[src/rtl/if_fetch_queue_if.sv]
// Fetch-stage bus: IM req/gnt/rvalid port, redirect inputs and the ID-facing head handshake.
// With IF_PERF_CNT_EN defined the three performance counter outputs are added to the master modport.
interface if_fetch_queue_if #(
  parameter int XLEN   = 32,
  parameter int ADDR_W = 32
);
  logic [1:0]        BranchCtrl;
  logic [ADDR_W-1:0] PC_imm;
  logic [ADDR_W-1:0] PC_jr;
  logic              id_ready;
  logic              imem_req;
  logic [ADDR_W-1:0] imem_addr;
  logic              imem_gnt;
  logic              imem_rvalid;
  logic [XLEN-1:0]   imem_rdata;
  logic              if_valid;
  logic [ADDR_W-1:0] if_pc;
  logic [XLEN-1:0]   if_instr;

`ifdef IF_PERF_CNT_EN
  logic [31:0] perf_fetch_cnt;
  logic [31:0] perf_drop_cnt;
  logic [31:0] perf_stall_cnt;

  modport master (
    input  BranchCtrl, PC_imm, PC_jr, id_ready, imem_gnt, imem_rvalid, imem_rdata,
    output imem_req, imem_addr, if_valid, if_pc, if_instr,
    output perf_fetch_cnt, perf_drop_cnt, perf_stall_cnt
  );
  modport slave (
    output BranchCtrl, PC_imm, PC_jr, id_ready, imem_gnt, imem_rvalid, imem_rdata,
    input  imem_req, imem_addr, if_valid, if_pc, if_instr,
    input  perf_fetch_cnt, perf_drop_cnt, perf_stall_cnt
  );
`else
  modport master (
    input  BranchCtrl, PC_imm, PC_jr, id_ready, imem_gnt, imem_rvalid, imem_rdata,
    output imem_req, imem_addr, if_valid, if_pc, if_instr
  );
  modport slave (
    output BranchCtrl, PC_imm, PC_jr, id_ready, imem_gnt, imem_rvalid, imem_rdata,
    input  imem_req, imem_addr, if_valid, if_pc, if_instr
  );
`endif
endinterface

[src/rtl/if_fetch_queue.sv]
// RV32 fetch queue: pipelined IM reads into a QDEPTH FIFO, gnt-cycle response visible at ID next cycle;
// issue stops when outstanding+queued reaches QDEPTH or MAX_OUT. IF_PERF_CNT_EN adds perf counters.
module if_fetch_queue #(
  parameter int                XLEN     = 32,
  parameter int                ADDR_W   = 32,
  parameter int                QDEPTH   = 4,
  parameter int                MAX_OUT  = 2,
  parameter logic [ADDR_W-1:0] RESET_PC = '0
) (
  input logic              clk,
  input logic              rst,
  if_fetch_queue_if.master bus
);
  localparam int CW = $clog2(QDEPTH + 1);
  localparam int PW = $clog2(QDEPTH);

  logic [ADDR_W-1:0] fetch_pc_q, fetch_pc_d;
  logic [CW-1:0]     outstanding_q, outstanding_d;
  logic [CW-1:0]     count_q, count_d;
  logic [CW-1:0]     drop_q, drop_d;
  logic [PW-1:0]     q_wr_q, q_wr_d, q_rd_q, q_rd_d;
  logic [PW-1:0]     pcf_wr_q, pcf_wr_d, pcf_rd_q, pcf_rd_d;

  logic [ADDR_W-1:0] q_pc_q    [QDEPTH];
  logic [XLEN-1:0]   q_instr_q [QDEPTH];
  logic [ADDR_W-1:0] pcf_q     [QDEPTH];

  logic              redirect, req, issue, resp, resp_drop, push, pop, head_vld;
  logic [ADDR_W-1:0] target;
  logic [CW:0]       occ;

  always_comb begin
    redirect  = (bus.BranchCtrl == 2'b01) || (bus.BranchCtrl == 2'b10);
    target    = (bus.BranchCtrl == 2'b10) ? bus.PC_jr : bus.PC_imm;
    occ       = {1'b0, outstanding_q} + {1'b0, count_q};
    req       = !rst && !redirect && (outstanding_q < CW'(MAX_OUT)) && (occ < (CW+1)'(QDEPTH));
    issue     = req && bus.imem_gnt;
    resp      = bus.imem_rvalid;
    resp_drop = resp && (redirect || (drop_q != '0));
    push      = resp && !resp_drop;
    head_vld  = !rst && (count_q != '0);
    pop       = head_vld && bus.id_ready && !redirect;

    fetch_pc_d = fetch_pc_q;
    if (redirect) begin
      fetch_pc_d = target;
    end else if (issue) begin
      fetch_pc_d = fetch_pc_q + ADDR_W'(4);
    end

    outstanding_d = outstanding_q + CW'(issue) - CW'(resp);
    // The PC FIFO tracks every in-flight request, so dropped responses still consume their entry.
    pcf_wr_d = pcf_wr_q + PW'(issue);
    pcf_rd_d = pcf_rd_q + PW'(resp);

    if (redirect) begin
      // Every request still in flight after this cycle is stale, including ones already doomed.
      drop_d  = outstanding_q - CW'(resp);
      count_d = '0;
      q_wr_d  = '0;
      q_rd_d  = '0;
    end else begin
      drop_d  = drop_q - CW'(resp && (drop_q != '0));
      count_d = count_q + CW'(push) - CW'(pop);
      q_wr_d  = q_wr_q + PW'(push);
      q_rd_d  = q_rd_q + PW'(pop);
    end
  end

  always_ff @(posedge clk) begin
    if (rst) begin
      fetch_pc_q    <= RESET_PC;
      outstanding_q <= '0;
      count_q       <= '0;
      drop_q        <= '0;
      q_wr_q        <= '0;
      q_rd_q        <= '0;
      pcf_wr_q      <= '0;
      pcf_rd_q      <= '0;
    end else begin
      fetch_pc_q    <= fetch_pc_d;
      outstanding_q <= outstanding_d;
      count_q       <= count_d;
      drop_q        <= drop_d;
      q_wr_q        <= q_wr_d;
      q_rd_q        <= q_rd_d;
      pcf_wr_q      <= pcf_wr_d;
      pcf_rd_q      <= pcf_rd_d;
    end
  end

  always_ff @(posedge clk) begin
    if (issue) begin
      pcf_q[pcf_wr_q] <= fetch_pc_q;
    end
    if (push) begin
      q_pc_q[q_wr_q]    <= pcf_q[pcf_rd_q];
      q_instr_q[q_wr_q] <= bus.imem_rdata;
    end
  end

  assign bus.imem_req  = req;
  assign bus.imem_addr = fetch_pc_q;
  assign bus.if_valid  = head_vld;
  assign bus.if_pc     = head_vld ? q_pc_q[q_rd_q] : '0;
  assign bus.if_instr  = head_vld ? q_instr_q[q_rd_q] : '0;

`ifdef IF_PERF_CNT_EN
  logic [31:0] perf_fetch_q, perf_fetch_d;
  logic [31:0] perf_drop_q, perf_drop_d;
  logic [31:0] perf_stall_q, perf_stall_d;
  logic [32:0] drop_sum;

  always_comb begin
    // A redirect flushes count_q entries on top of any discarded response.
    drop_sum     = {1'b0, perf_drop_q} + 33'(resp_drop) + (redirect ? 33'(count_q) : 33'd0);
    perf_drop_d  = drop_sum[32] ? '1 : drop_sum[31:0];
    perf_fetch_d = (issue && (perf_fetch_q != '1)) ? perf_fetch_q + 32'd1 : perf_fetch_q;
    perf_stall_d = (head_vld && !bus.id_ready && (perf_stall_q != '1)) ? perf_stall_q + 32'd1
                                                                        : perf_stall_q;
  end

  always_ff @(posedge clk) begin
    if (rst) begin
      perf_fetch_q <= '0;
      perf_drop_q  <= '0;
      perf_stall_q <= '0;
    end else begin
      perf_fetch_q <= perf_fetch_d;
      perf_drop_q  <= perf_drop_d;
      perf_stall_q <= perf_stall_d;
    end
  end

  assign bus.perf_fetch_cnt = perf_fetch_q;
  assign bus.perf_drop_cnt  = perf_drop_q;
  assign bus.perf_stall_cnt = perf_stall_q;
`endif

  a_credit: assert property (@(posedge clk) disable iff (rst) occ <= (CW+1)'(QDEPTH));
  a_max_out: assert property (@(posedge clk) disable iff (rst) outstanding_q <= CW'(MAX_OUT));
endmodule

[src/flat_wrapper.sv]
// flat-port wrapper written by rule: the top's interface ports become plain ports
module if_fetch_queue_flat 
#(
  parameter int                XLEN     = 32,
  parameter int                ADDR_W   = 32,
  parameter int                QDEPTH   = 4,
  parameter int                MAX_OUT  = 2,
  parameter logic [ADDR_W-1:0] RESET_PC = '0
)
  (clk, rst, bus_BranchCtrl, bus_PC_imm, bus_PC_jr, bus_id_ready, bus_imem_gnt, bus_imem_rvalid, bus_imem_rdata, bus_imem_req, bus_imem_addr, bus_if_valid, bus_if_pc, bus_if_instr);
  if_fetch_queue_if #(.XLEN(XLEN), .ADDR_W(ADDR_W)) bus_i ();
  input logic clk;
  input logic rst;
  input wire logic [$bits(bus_i.BranchCtrl)-1:0] bus_BranchCtrl;
  input wire logic [$bits(bus_i.PC_imm)-1:0] bus_PC_imm;
  input wire logic [$bits(bus_i.PC_jr)-1:0] bus_PC_jr;
  input wire logic [$bits(bus_i.id_ready)-1:0] bus_id_ready;
  input wire logic [$bits(bus_i.imem_gnt)-1:0] bus_imem_gnt;
  input wire logic [$bits(bus_i.imem_rvalid)-1:0] bus_imem_rvalid;
  input wire logic [$bits(bus_i.imem_rdata)-1:0] bus_imem_rdata;
  output wire logic [$bits(bus_i.imem_req)-1:0] bus_imem_req;
  output wire logic [$bits(bus_i.imem_addr)-1:0] bus_imem_addr;
  output wire logic [$bits(bus_i.if_valid)-1:0] bus_if_valid;
  output wire logic [$bits(bus_i.if_pc)-1:0] bus_if_pc;
  output wire logic [$bits(bus_i.if_instr)-1:0] bus_if_instr;
  assign bus_i.BranchCtrl = bus_BranchCtrl;
  assign bus_i.PC_imm = bus_PC_imm;
  assign bus_i.PC_jr = bus_PC_jr;
  assign bus_i.id_ready = bus_id_ready;
  assign bus_i.imem_gnt = bus_imem_gnt;
  assign bus_i.imem_rvalid = bus_imem_rvalid;
  assign bus_i.imem_rdata = bus_imem_rdata;
  assign bus_imem_req = bus_i.imem_req;
  assign bus_imem_addr = bus_i.imem_addr;
  assign bus_if_valid = bus_i.if_valid;
  assign bus_if_pc = bus_i.if_pc;
  assign bus_if_instr = bus_i.if_instr;
  if_fetch_queue #(.XLEN(XLEN), .ADDR_W(ADDR_W), .QDEPTH(QDEPTH), .MAX_OUT(MAX_OUT), .RESET_PC(RESET_PC)) u_core (.clk(clk), .rst(rst), .bus(bus_i));
endmodule
[config.mk]
export PLATFORM = sky130hd
export DESIGN_NAME = if_fetch_queue_flat
export DESIGN_NICKNAME = d
export VERILOG_FILES = /design/src/rtl/if_fetch_queue_if.sv /design/src/rtl/if_fetch_queue.sv /design/src/flat_wrapper.sv
export SDC_FILE = /design/constraint.sdc
export NUM_CORES = 1
export LEC_CHECK = 0
export BUFFER_PORTS_ARGS = -buffer_cell sky130_fd_sc_hd__buf_2
export CORE_ASPECT_RATIO = 1.25
export CORE_MARGIN = 4
export CORE_UTILIZATION = 28
export DETAILED_ROUTE_END_ITERATION = 10
export PLACE_DENSITY = 0.44
export SLEW_MARGIN = 5
export SYNTH_ARGS = -nofsm -noshare
export SYNTH_HDL_FRONTEND = slang
export SYNTH_SLANG_ARGS = --single-unit
[constraint.sdc]
create_clock -name clk -period 9.1 [get_ports clk]
set_input_delay 0.455 -clock clk [delete_from_list [all_inputs] [get_ports clk]]
set_output_delay 0.455 -clock clk [all_outputs]
set_load 0.01 [all_outputs]
==> results.md <==
- Area of placed instances: 19,300 um2
- Minimum clock period after layout: 3.59 ns
- Vias: 9,081
- Crit-path cells: buf_4 -> mux4_2 -> and2_1 -> buf_2
- Mean Syn Cell Area: 18.5 um2
- Routed WL: 41,300 um
- Most used flip-flop cell after synthesis: edfxtp_1
- # rows: 101
- Root Buffer: clkbuf_16
- Reg power frac: 0.520
- Async S/R FF share, synth: 0
- Clock Path Buffers: 3
- Area Overhead vs Synth: 19.9%
- Switching Fraction: 0.221
- Critical path startpoint category: flop
- Tot GR Track Use: 0.124
- End-of-flow core utilization: 0.340
- WP data required: 8.65 ns
- Largest cells by area after synthesis: edfxtp_1 (67%), mux4_2 (12%), dfxtp_1 (5.7%), and2_1 (2.4%), a211oi_1 (1.8%)
- Die area: 65,900 um2
- Pin count of the biggest net entering global routing: 66
- Initial Utilization: 0.284
- Worst slew margin: 0.323
- Worst hold path depth: 1
- Crit Path Class: reg -> out
- Combinational power share: 0.075
- Tightest Pin Transition: 1.02 ns
- RSZ-0062 raised after global routing: false
- HPWL after detailed placement: 25,800 um
- Clk sinks: 433
- Net switching power: 0.000987 W
- Power density cells: 215 nW/um2
- Yosys reg bits: 433
- EDFF count, synth: 384
- I/O Pins: 201
- Slew Viols, Final: 0
- Share of layout cells above drive strength 1: 0.338
- Final hold violations: 0
- Die X: 230 um
- Area share of the largest cell type after synthesis: 0.666
- H-tree levels: 2
- Dpl ws: 5.43 ns
- # setup viols final: 0
- Worst hold start: bus_imem_rdata[26]
- Post-route DRC: 0
- Status: finished, final reports clean
- CTS tree: done
- Overflow after GRT: 0
- Vias per Instance: 4.53
- Wirelength per Cell: 20.6 um
- Hold/Removal Path Class: in -> reg
- Postcts setup bufs: 0
- DIE HEIGHT: 286 um
- Final worst-path cycle share: 0.394
- First-pass GRT wire length: 62,300 um
- WP data arrival: 3.13 ns
- Crit path max-delay family: buffers and inverters
- Worst-Skew Late Latency: 0.56 ns
- Number of synthesis warnings: 0
- Core Region: 61,000 um2
- Drt first pass iters: 4
- CTS Buf Count: 44
- Internal: 0.00347 W
- Slowest stage delay, CP: 0.82 ns
- CP max stage cell: buf_4
- # resized after CTS: 0
- Cells after Synth: 935
- Cell Area, Synth: 17,300 um2
- Reg-to-Reg Start: u_core.count_q[2]
- Fin worst setup slack: 5.51 ns
- Netlist cell types: 47
- Maximum vdd drop: 0.000110 V
- Cts hold-fix bufs: 0
- Number of global-route vias before repair: 9,712
- Setup TNS: 0 ns
- FF-to-FF path depth: 9
- Nets: 1,269
- Post-route ant nets: 0
- Largest area contributor in the netlist: edfxtp_1
- Clk pwr share: 0.405
- N_diodes: 0
- Leak pwr: 6.97 nW
- Worst Path Buf+Inv: 2
- Clk slew on worst S/H paths: 0.06 ns
- Max Cap Viol: 0
- Critical Path Start: u_core.q_rd_q[0]
- Initial antenna violation count: 0
- Detailed Route Iter0 Violations: 451
- FMAX: 279 MHz
- Post-layout instance area: 20,800 um2
- Port Buffers: 200
- Seq/Total Area, Yosys: 0.723
- Placer Congestion: 0.731
- Crit path max fanout: 41
- Crit path depth: 4
- Syn nets: 1,055
- Layout Skew: 0.0121 ns
- Crit path capture type: output pin
-- metrics by stage --
step	std cells	total power, W	hold slack [ns]
4_1_cts	2003	0.00454	0.0699
5_1_grt	2003	0.00465	0.0922
6_report	2003	0.00446	0.121
3_3_place_gp	1927	0.00271	0.563
3_5_place_dp	1927	0.00271	0.573
2_1_floorplan	935	0.00255	0.525
-- final cells by class --
type | count | area, um2
fill | 5892 | 40300
sequential | 433 | 12500
multi-input combinational | 432 | 4570
clock buffer | 57 | 1210
timing repair buffer | 219 | 1140
tap | 824 | 1030
clock inverter | 19 | 216
inverter | 19 | 71.3
-- Yosys cell counts (14+ instances only) --
cell,n
and2_1,67
edfxtp_1,384
inv_1,19
nor2b_1,27
mux4_2,96
nor2_1,22
nand3_1,14
a211oi_1,41
xnor2_1,19
ha_1,15
dfxtp_1,49
clkbuf_1,32
nand2_1,17
-- placed cells by master (no fill, tap or decap), types with 5 or more instances in the layout --
cell type and count:
clkbuf_16 45, buf_4 19, dfxtp_1 46, ha_1 14
clkbuf_1 8, nor3_1 11, buf_2 200, a211oi_1 41
nor2_1 19, nor2b_1 27, nand4_1 12, mux4_2 96
nor4_1 7, inv_1 19, clkinv_1 7, bufinv_16 5
xnor2_1 19, and2_1 67, edfxtp_1 384, nand3_1 14
a21oi_1 10, nand2_1 17, mux2i_1 12, xor2_1 13
-- kinds of logic (layout without fill, tap and decap cells) --
family,Yosys count,in the layout,share of synthesized area
fa+ha+maj,17,17,0.0132
simple gates,205,205,0.0710
mux,108,108,0.132
flops,433,433,0.723
xor+xnor,32,32,0.0162
buf+inv,70,314,0.0160
compound gates,70,70,0.0293
-- registers in the layout, indices dropped and copies added, names as in the netlist --
| signal | cells |
|---|---|
| u_core.pcf_rd_q | 2 |
| u_core.outstanding_q | 3 |
| u_core.q_pc_q | 128 |
| u_core.pcf_q | 128 |
| u_core.q_rd_q | 2 |
| u_core.bus.imem_addr | 32 |
| u_core.drop_q | 3 |
| u_core.pcf_wr_q | 2 |
| u_core.q_instr_q | 128 |
| u_core.count_q | 3 |
| u_core.q_wr_q | 2 |
-- metal layers --
metal	part of all wire	GRT usage	wire (um)	vias to the layer above
li1	-	-	-	4148
met1	0.42	0.155	17300	4665
met2	0.51	0.220	21200	213
met3	0.043	0.0228	1790	55
met4	0.024	0.0359	979	0
met5	0	0	0	-
-- path summary, 6_finish.rpt --
kind                         endpoint  slack (ns)
max reg2reg       u_core.pcf_q[2][28]        6.11
max                     bus_if_pc[10]        5.51
min           u_core.q_instr_q[2][26]        0.12
min reg2reg  u_core.bus.imem_addr[28]        0.58
-- power groups by stage --
stage / logic (W) / clock network (W) / registers, W
floorplan: 0.000206 / 0 / 0.00235
CTS: 0.000346 / 0.00187 / 0.00232
global route: 0.000373 / 0.00195 / 0.00233
finish: 0.000332 / 0.00181 / 0.00232
detailed placement: 0.000345 / 0 / 0.00237
global placement: 0.000343 / 0 / 0.00236
-- worst register-to-register path, cell delays in order, from the launching register on --
cell	delay (ns)
dfxtp_1	0.40
ha_1	0.26
nor4b_1	0.40
nand4_1	0.14
buf_4	0.24
inv_1	0.26
buf_4	0.29
nand2_1	0.10
nor2_2	0.08
buf_4	0.42
Power figures use the tool's default switching activity.
